--- src/rtl/aes_key_expand.sv ---
// rtl/aes_key_expand.sv - iterative AES-128 key schedule, one round key per clock
// Streams round keys 0..NR to the cipher core and keeps them in a readable key file.
module aes_key_expand #(
  parameter int NR = 10
) (
  input  logic         CLK,
  input  logic         RST_N,
  input  logic         start,
  input  logic [127:0] key_in,
  output logic         busy,
  output logic         done,
  output logic         rk_valid,
  output logic [3:0]   rk_idx,
  output logic [127:0] rk_out,
  input  logic [3:0]   rd_idx,
  output logic [127:0] rd_key
);

  // Forward S-box, entry 0x00 in the top byte.
  localparam logic [2047:0] SBOX = {
    128'h637c777bf26b6fc53001672bfed7ab76, 128'hca82c97dfa5947f0add4a2af9ca472c0,
    128'hb7fd9326363ff7cc34a5e5f171d83115, 128'h04c723c31896059a071280e2eb27b275,
    128'h09832c1a1b6e5aa0523bd6b329e32f84, 128'h53d100ed20fcb15b6acbbe394a4c58cf,
    128'hd0efaafb434d338545f9027f503c9fa8, 128'h51a3408f929d38f5bcb6da2110fff3d2,
    128'hcd0c13ec5f974417c4a77e3d645d1973, 128'h60814fdc222a908846eeb814de5e0bdb,
    128'he0323a0a4906245cc2d3ac629195e479, 128'he7c8376d8dd54ea96c56f4ea657aae08,
    128'hba78252e1ca6b4c6e8dd741f4bbd8b8a, 128'h703eb5664803f60e613557b986c11d9e,
    128'he1f8981169d98e949b1e87e9ce5528df, 128'h8ca1890dbfe6426841992d0fb054bb16
  };

  typedef enum logic [1:0] {IDLE, EXPAND, DONE} state_t;

  state_t        state, state_next;
  logic [3:0]    cnt;
  logic [127:0]  w, w_next;
  logic [127:0]  file [0:NR];
  logic          accept;
  logic [31:0]   w0, w1, w2, w3, rot, t, n0, n1, n2, n3;

  function automatic logic [7:0] sbox(input logic [7:0] x);
    return SBOX[{~x, 3'b000} +: 8];
  endfunction

  function automatic logic [7:0] rcon(input logic [3:0] r);
    case (r)
      4'd1:    return 8'h01;
      4'd2:    return 8'h02;
      4'd3:    return 8'h04;
      4'd4:    return 8'h08;
      4'd5:    return 8'h10;
      4'd6:    return 8'h20;
      4'd7:    return 8'h40;
      4'd8:    return 8'h80;
      4'd9:    return 8'h1b;
      4'd10:   return 8'h36;
      default: return 8'h00;
    endcase
  endfunction

  assign {w0, w1, w2, w3} = w;
  assign rot    = {w3[23:0], w3[31:24]};
  assign t      = {sbox(rot[31:24]) ^ rcon(cnt), sbox(rot[23:16]), sbox(rot[15:8]), sbox(rot[7:0])};
  assign n0     = w0 ^ t;
  assign n1     = w1 ^ n0;
  assign n2     = w2 ^ n1;
  assign n3     = w3 ^ n2;
  assign w_next = {n0, n1, n2, n3};

  always_ff @(posedge CLK or negedge RST_N) begin
    if (!RST_N) state <= IDLE;
    else        state <= state_next;
  end

  always_comb begin
    state_next = state;
    accept     = 1'b0;
    busy       = 1'b0;
    done       = 1'b0;
    case (state)
      IDLE: begin
        accept = start;
        if (start) state_next = EXPAND;
      end
      EXPAND: begin
        busy = 1'b1;
        if (cnt == 4'(NR)) state_next = DONE;
      end
      DONE: begin
        done   = 1'b1;
        accept = start;
        if (start) state_next = EXPAND;
      end
      default: state_next = IDLE;
    endcase
  end

  always_ff @(posedge CLK or negedge RST_N) begin
    if (!RST_N) begin
      cnt      <= '0;
      w        <= '0;
      rk_valid <= 1'b0;
      rk_idx   <= '0;
      rk_out   <= '0;
      for (int i = 0; i <= NR; i++) file[i] <= '0;
    end else if (accept) begin
      cnt      <= 4'd1;
      w        <= key_in;
      file[0]  <= key_in;
      rk_valid <= 1'b1;
      rk_idx   <= 4'd0;
      rk_out   <= key_in;
    end else if (state == EXPAND) begin
      w         <= w_next;
      file[cnt] <= w_next;
      rk_valid  <= 1'b1;
      rk_idx    <= cnt;
      rk_out    <= w_next;
      if (cnt != 4'(NR)) cnt <= cnt + 4'd1;
    end else begin
      rk_valid <= 1'b0;
    end
  end

  // Indices past the last round key read as zero.
  assign rd_key = (rd_idx <= 4'(NR)) ? file[rd_idx] : '0;

endmodule

--- config.mk ---
export PLATFORM = sky130hd
export DESIGN_NAME = aes_key_expand
export DESIGN_NICKNAME = d
export VERILOG_FILES = /design/src/rtl/aes_key_expand.sv
export SDC_FILE = /design/constraint.sdc
export NUM_CORES = 2
export LEC_CHECK = 0
export ABC_AREA = 1
export CORE_ASPECT_RATIO = 0.8
export CORE_MARGIN = 1
export CORE_UTILIZATION = 32
export CTS_CLUSTER_SIZE = 28
export DETAILED_ROUTE_END_ITERATION = 6
export PLACE_DENSITY_LB_ADDON = 0.05
export SYNTH_ARGS = -nofsm -noshare
export SYNTH_HDL_FRONTEND = slang
export SYNTH_SLANG_ARGS = --single-unit
--- constraint.sdc ---
create_clock -name CLK -period 3.1 [get_ports CLK]
set_input_delay 0.31 -clock CLK [delete_from_list [all_inputs] [get_ports CLK]]
set_output_delay 0.31 -clock CLK [all_outputs]
set_load 0.1 [all_outputs]
Word level (Yosys, flattened, before mapping)
Memory sizes are Yosys's and may differ from the RTL's.
Cells that the tools add are included.
Widths: inputs -> output; s select.
{"block": "classes", "shifts": 4, "n_bitwise": 12, "reduce_logical": 8, "n_eq_ne": 6, "magnitude_cmp": 4, "mux": 23, "add_sub_neg": 1}
{"op": "$shiftx 2048x12->8 const A", "n": 4}
{"op": "$bwmux 1408", "n": 1}
{"op": "$mux 1408", "n": 1}
{"op": "$mux 128", "n": 7}
{"op": "$bmux 128 s4", "n": 1}
{"op": "$demux 128 s4", "n": 1}
{"op": "$xor 32x32->32", "n": 4}
{"op": "$not 8->8", "n": 4}
{"op": "$mux 4", "n": 5}
{"op": "$ge 5x5->1 const B", "n": 2}
{"op": "$not 4->5", "n": 2}
{"op": "$xor 8x8->8", "n": 1}
{"op": "$reduce_and 2->1", "n": 3}
{"op": "$lt 5x1->1 const B", "n": 1}
{"op": "$add 4x1->4 const B", "n": 1}
{"op": "$eq 4x4->1 const B", "n": 1}
{"op": "$le 4x4->1 const B", "n": 1}
{"op": "$mux 1", "n": 4}
{"op": "$mux 2", "n": 2}
{"op": "$ne 4x4->1 const B", "n": 1}
{"op": "$pmux 2 s2", "n": 1}
{"op": "$reduce_bool 2->1", "n": 2}
{"op": "$eq 2x1->1 const B", "n": 1}
{"op": "$eq 2x2->1 const B", "n": 1}
{"op": "other kinds (6)", "n": 6}
{"block": "word_totals", "reg_bits": 1547, "output_inout_bits": 263, "mem_count": 1, "elab_cells": 75, "inputBits": 135, "mem_bits_ro": 128}
{"memory": "(name not given)", "words": 16, "width": 8, "rd": 1, "rd_clocked_by_memory_dff": 0, "wr": 0, "line_no": "45", "source": "case (r)"}

Logic depth before layout (Yosys ltp)
{"block": "depth", "depth_word": 10, "ltp_mapped": 24, "depth_no_buf": 22}

Worst setup path after synthesis
OpenSTA, ideal clock, no wires.
{"block": "synth_timing", "path_type": "flip-flop to flip-flop", "start": "register w[17]", "end": "register file[29] in the netlist's numbering", "stages_incl_launch_ff": 24, "setup_time_ps": 117, "arrival_ps": 3933, "required_time_ps": 2983, "period_less_slack_ps": 4050, "path_slack_ps": -950, "n_path_buf": 2, "cell_sequence": "dfrtp_1 > buf_4 > clkinv_1 > ha_1 > inv_1 > nand2_1 > nand2_1 > nand2_1 > nor2_1 > nor2_1 > nor2_1 > nand2_1 > nand3_2 > nand2_1 > nand2_2 > nand3_4 > nand2_2 > nand2_1 > nand2_1 > nand2_1 > and2_1 > buf_6 > nand2_1 > nand2_1"}
{"block": "synth_via", "elab_chain_cells": 8}
{"item": "start: declaration", "line_no": "35", "source": "logic [127:0] w, w_next;"}
{"item": "start signal: assignment", "line_no": "107", "source": "w <= key_in;"}
{"item": "start signal: assignment", "line_no": "113", "source": "w <= w_next;"}
{"item": "$not 8->8", "line_no": "41", "source": "return SBOX[{~x, 3'b000} +: 8];"}
{"item": "$shiftx 2048x12->8", "line_no": "41"}
{"item": "$xor 8x8->8", "line_no": "62", "source": "assign t = {sbox(rot[31:24]) ^ rcon(cnt), sbox(rot[23:16]), sbox(rot[15:8]), sbox(rot[7:0])};"}
{"item": "$xor 32x32->32", "line_no": "63", "source": "assign n0 = w0 ^ t;"}
{"item": "$xor 32x32->32", "line_no": "64", "source": "assign n1 = w1 ^ n0;"}
{"item": "$xor 32x32->32", "line_no": "65", "source": "assign n2 = w2 ^ n1;"}
{"item": "$xor 32x32->32", "line_no": "66", "source": "assign n3 = w3 ^ n2;"}
{"item": "$bwmux 1408", "line_no": "114", "source": "file[cnt] <= w_next;"}
{"item": "end signal: indexed assignment", "line_no": "114"}
{"item": "end: declaration", "line_no": "36", "source": "logic [127:0] file [0:NR];"}
No other way between the ends.
A chain may end at the register's enable or synchronous reset.

Worst setup path after layout
{"block": "layout_timing", "start": "register w[10]", "end": "register file[1042] in the netlist's numbering"}
{"block": "layout_via", "elab_chain_cells": 7}
{"item": "$not 8->8", "line_no": "41"}
{"item": "$shiftx 2048x12->8", "line_no": "41"}
{"item": "$xor 32x32->32", "line_no": "63"}
{"item": "$xor 32x32->32", "line_no": "64"}
{"item": "$xor 32x32->32", "line_no": "65"}
{"item": "$xor 32x32->32", "line_no": "66"}
{"item": "$bwmux 1408", "line_no": "114"}
No other way between the ends.

==> results <==
- The mean area per synthesized cell is roughly 7.7 µm².
- The max-slew violation count is 0.
- The capturing point of the worst reg2reg path is file[1042].
- The number of antenna violations at the first check in global routing is 21.
- Setup repair after global routing could not meet its margin everywhere.
- The CTS tree is done.
- The synthesized net count is between 10000 and 15000.
- The number of global-route vias before repair is 87317.
- The netlist uses 46 different library cells.
- The core region is around 260000 µm².
- Summing over every cut layer, the via total after detailed routing is between 90000 and 100k.
- The clock slew at the register clock pins of the worst setup and hold paths is 0.06 ns.
- The largest area contributor in the netlist is sky130_fd_sc_hd__dfrtp_1.
- Detailed routing placed a total of around 46000 µm of wire on met3.
- STA classifies the critical path endpoint as a flip-flop.
- Entering global routing, the biggest net connects around 130 pins.
- Summing every instance area after synthesis gives about 83000 µm².
- The insertion delay of the later-clocked pin in the worst-skew pair is roughly 0.87 ns.
- For the worst setup path, the data arrival time is around 4.1 ns.
- After Yosys synthesis, and, or, nand and nor cells account for between 20% and 30% of the synthesized area.
- The die covers roughly 260000 µm².
- In the routed layout, each cell is associated on average with a via count of roughly 5.8.
- The smallest setup slack after layout is -0.249 ns.
- Of the total synthesized cell area, the portion taken by full adders, half adders and majority gates is less than 1%.
- The run finished, with violations left.
- The floorplan step set the die width to about 570 µm.
- The final count of hold timing violations is 0.
- The net total in the final layout is ~13000.
- Once detailed placement completed, the half-perimeter wirelength came to approximately 360000 µm.
- The most frequent standard cell in the layout excluding fill and tap cells is sky130_fd_sc_hd__nand2_1.
- Setup violations remaining at the end of the flow were counted as between 300 and 400.
- The maximum buffer depth of the clock tree is 4.
- The first-pass detailed-route iteration total is 7.
- The detailed-route wire length on metal 1 is ~220000 µm.
- 398 I/O pins were placed.
- The post-synthesis xor/xnor area fraction is 0.0842%.
- The critical path is of the reg2reg type.
- Yosys attributes the largest share of cell area to sky130_fd_sc_hd__dfrtp_1, sky130_fd_sc_hd__nand2_1, sky130_fd_sc_hd__o21ai_0.
- The worst flop-to-flop path startpoint is w[10].
- Fill cells in the final layout number 25207.
- Of all nets on the critical path, the largest fanout is 8.
- Summed over all layers, the routed wires come to 517000 µm.
- The first global-routing pass estimated ~710000 µm of wire.
- The floorplan has 167 rows.
- The multi-input combinational cells in the finished layout cover a total of 47600 µm².
- The measured slew at the worst slew-check pin is about 1.3 ns.
- The final clock skew is roughly 0.072 ns.
- The global placement routability congestion is between 1 and 1.5.
- The library cells used most frequently in the layout, excluding fill and tap cells, are sky130_fd_sc_hd__nand2_1, sky130_fd_sc_hd__dfrtp_1, sky130_fd_sc_hd__o21ai_0, sky130_fd_sc_hd__buf_4, sky130_fd_sc_hd__nand3_1.
- After detailed routing, no signal wire sits above met5.
- STA classifies the critical path startpoint as a flip-flop.
- Timing would allow up to ~300 MHz.
- The synthesized design contains ~1500 register bits.
- The proportion of netlist area held by the largest area contributor is between 40% and 50%.
- The checks that failed: negative setup slack.
- The register area share after synthesis is ~47%.
- The shortest clock period the worst path allows after layout is between 3 and 4 ns.
- Across the run, the number of max-cap violations was 0.
- In the final routed layout, each cell accounts on average for between 30 and 40 µm.
- The most critical setup path has its endpoint at file[1042].
- For the worst flop-to-flop path, the logic depth is 20.
- The maximum level of the CTS H-tree is 4.
- For this run, the total global-route usage over all layers was measured as between 30% and 40%.
- Buffers placed on the I/O ports in this run total just under 400.
- Clock tree synthesis found a total of 1547 sinks.
- The post-route netlist has between 30% and 40% of its cells at a drive strength greater than 1.
- The aggregate global routing overflow is 0.
- Compared with the post-synthesis result, the final layout area differs by 48.3%.
- The critical path starts at w[10].
- Summing the areas of all compound-gate instances in the mapped netlist gives roughly a fifth of the synthesized area.
- The post-route DRC violation count is 0.
- The most used flip-flop cell after synthesis is sky130_fd_sc_hd__dfrtp_1.
- During synthesis, Yosys emitted a total of 0 warnings.
- For this run, the share of the core covered by cells in the final layout is 47.7%.
- The starting utilization of the core area is between 30% and 40%.
- The relative slew slack is 10.4%.
- Of all flip-flops after synthesis, the portion carrying an async set or reset was 100%.
- The DRC marker count from the first detailed-route iteration is ~11000.
- The part of the cycle the worst path needs is 108%.
- The number of synthesized flops with an enable pin is 0.
- After synthesis, the share of cell area in mux cells is 0%.
- In the detailed route, the total length drawn on met2 is between 200000 and 250000 µm.
- STA puts the critical path data required time at between 3 and 4 ns.
- The die is around 460 µm tall.
- The clock tree root buffer cell is sky130_fd_sc_hd__clkbuf_16.
- By area, the combinational part of the netlist is dominated by simple AND/OR/NAND/NOR gates.
- The worst hold path belongs to the class in2async.
- The number of standard cells after synthesis is approximately 11000.
- The count of nets left with antenna violations after detail routing is 0.
- The number of clock buffers added by TritonCTS is roughly 170.
- The worst reg-to-reg setup slack is -0.25 ns.
- The area used by sequential logic in the layout is roughly 39000 µm².
## metal layers
| layer | track usage [%] | up-vias |
|---|---|---|
| met1 | 53.8 | 46448 |
| met4 | 17.9 | 18 |
| met5 | 0 | - |
| li1 | - | 40089 |
| met2 | 56.0 | 4726 |
| met3 | 8.39 | 916 |
## critical path: stages, from the launching register on
cell and delay, ns:
sky130_fd_sc_hd__dfrtp_2 0.52, sky130_fd_sc_hd__inv_8 0.13, sky130_fd_sc_hd__buf_4 0.18, sky130_fd_sc_hd__buf_4 0.15, sky130_fd_sc_hd__buf_4 0.11, sky130_fd_sc_hd__nand3_1 0.10
sky130_fd_sc_hd__buf_4 0.17, sky130_fd_sc_hd__nand3_1 0.10, sky130_fd_sc_hd__nand3_2 0.15, sky130_fd_sc_hd__nand3_2 0.13, sky130_fd_sc_hd__nand3_4 0.16, sky130_fd_sc_hd__buf_12 0.22
sky130_fd_sc_hd__nand3_4 0.09, sky130_fd_sc_hd__nand3_4 0.13, sky130_fd_sc_hd__nand3_2 0.13, sky130_fd_sc_hd__buf_6 0.15, sky130_fd_sc_hd__buf_6 0.11, sky130_fd_sc_hd__nand3_4 0.15
sky130_fd_sc_hd__buf_12 0.20, sky130_fd_sc_hd__nand3_2 0.06, sky130_fd_sc_hd__nand2_1 0.07
## kinds of logic after synthesis
family | after synthesis
AND/OR/NAND/NOR | 4923
adder cells (fa/ha/maj) | 61
AO/OA/AOI/OAI | 2796
buffers and inverters | 1506
flip-flops | 1547
XOR/XNOR | 8
## cells in the mapped netlist (18+ instances only)
cell type                   number
sky130_fd_sc_hd__nand2_1      2640
sky130_fd_sc_hd__o21ai_1        45
sky130_fd_sc_hd__nand2_2        80
sky130_fd_sc_hd__nand3_2        50
sky130_fd_sc_hd__clkbuf_1      589
sky130_fd_sc_hd__o21ai_0      1602
sky130_fd_sc_hd__nand2_4        18
sky130_fd_sc_hd__inv_2          26
sky130_fd_sc_hd__nor2_1        717
sky130_fd_sc_hd__ha_1           61
sky130_fd_sc_hd__o22ai_1        51
sky130_fd_sc_hd__a221oi_1      126
sky130_fd_sc_hd__buf_4          60
sky130_fd_sc_hd__inv_1         580
sky130_fd_sc_hd__buf_6          34
sky130_fd_sc_hd__nand4_1        30
sky130_fd_sc_hd__a31oi_1       270
sky130_fd_sc_hd__a22oi_1        71
sky130_fd_sc_hd__o2111ai_1      47
sky130_fd_sc_hd__o211ai_1      116
sky130_fd_sc_hd__buf_2         147
sky130_fd_sc_hd__nand3_1      1345
sky130_fd_sc_hd__a32o_1        128
sky130_fd_sc_hd__dfrtp_1      1547
sky130_fd_sc_hd__buf_1          62
sky130_fd_sc_hd__a21oi_1       317
## repair_timing
item | CTS | global route
gates resized for setup | 1479 | 1307
gates cloned | 28 | 18
hold endpoints to repair | 311 | 0
setup endpoints to repair | 1211 | 996
hold buffers | 1 | 0
setup buffers | 153 | 135
pin swaps | 341 | 646
## flip-flops by register name, summed over array words and instances (netlist names)
| name | cells |
|---|---|
| rk_idx | 4 |
| w | 128 |
| state | 2 |
| rk_valid | 1 |
| cnt | 4 |
| file | 1408 |
## per-stage QoR
stage | setup WS, ns | hold WS (ns) | instances | setup TNS, ns | area, µm²
finish | -0.249 | 0.0723 | 15969 | -24.64 | 123000
global route | -0.287 | 0.102 | 15963 | -59.59 | 123000
CTS | -0.168 | 0.0465 | 15836 | -9.45 | 117000
detailed placement | -1.08 | 0.298 | 15361 | -432.75 | 104000
global placement | -1.09 | 0.289 | 15361 | -453.06 | 104000
floorplan | 0.0000138 | 0.0144 | 10841 | 0 | 83400
## cell type report
| class | instances | area share (%) |
|---|---|---|
| Timing Repair Buffer | 2240 | 19.7 |
| Clock inverter | 53 | 0.556 |
| Sequential cell | 1547 | 31.4 |
| Timing Repair inverter | 1 | 0.00608 |
| Tap cell | 3464 | 3.51 |
| Clock buffer | 251 | 4.11 |
| Inverter | 611 | 2.09 |
| Multi-Input combinational cell | 7789 | 38.6 |
| Antenna cell | 13 | 0.0264 |
## worst min-delay path by stage
| stage | from | to | slack, ns | cells past startpoint |
|---|---|---|---|---|
| after floorplan | RST_N | cnt[0] | 0.01 | 0 |
| after global placement | RST_N | file[362] | 0.29 | 1 |
| after detailed placement | RST_N | file[106] | 0.30 | 1 |
| after CTS | key_in[33] | file[1313] | 0.05 | 3 |
| after global routing | key_in[33] | file[1313] | 0.10 | 3 |
| final | RST_N | file[362] | 0.07 | 2 |
Power is left out: the tool's default activity adds up to more than one toggle a clock period on the data nets, which glitch-free logic cannot reach.
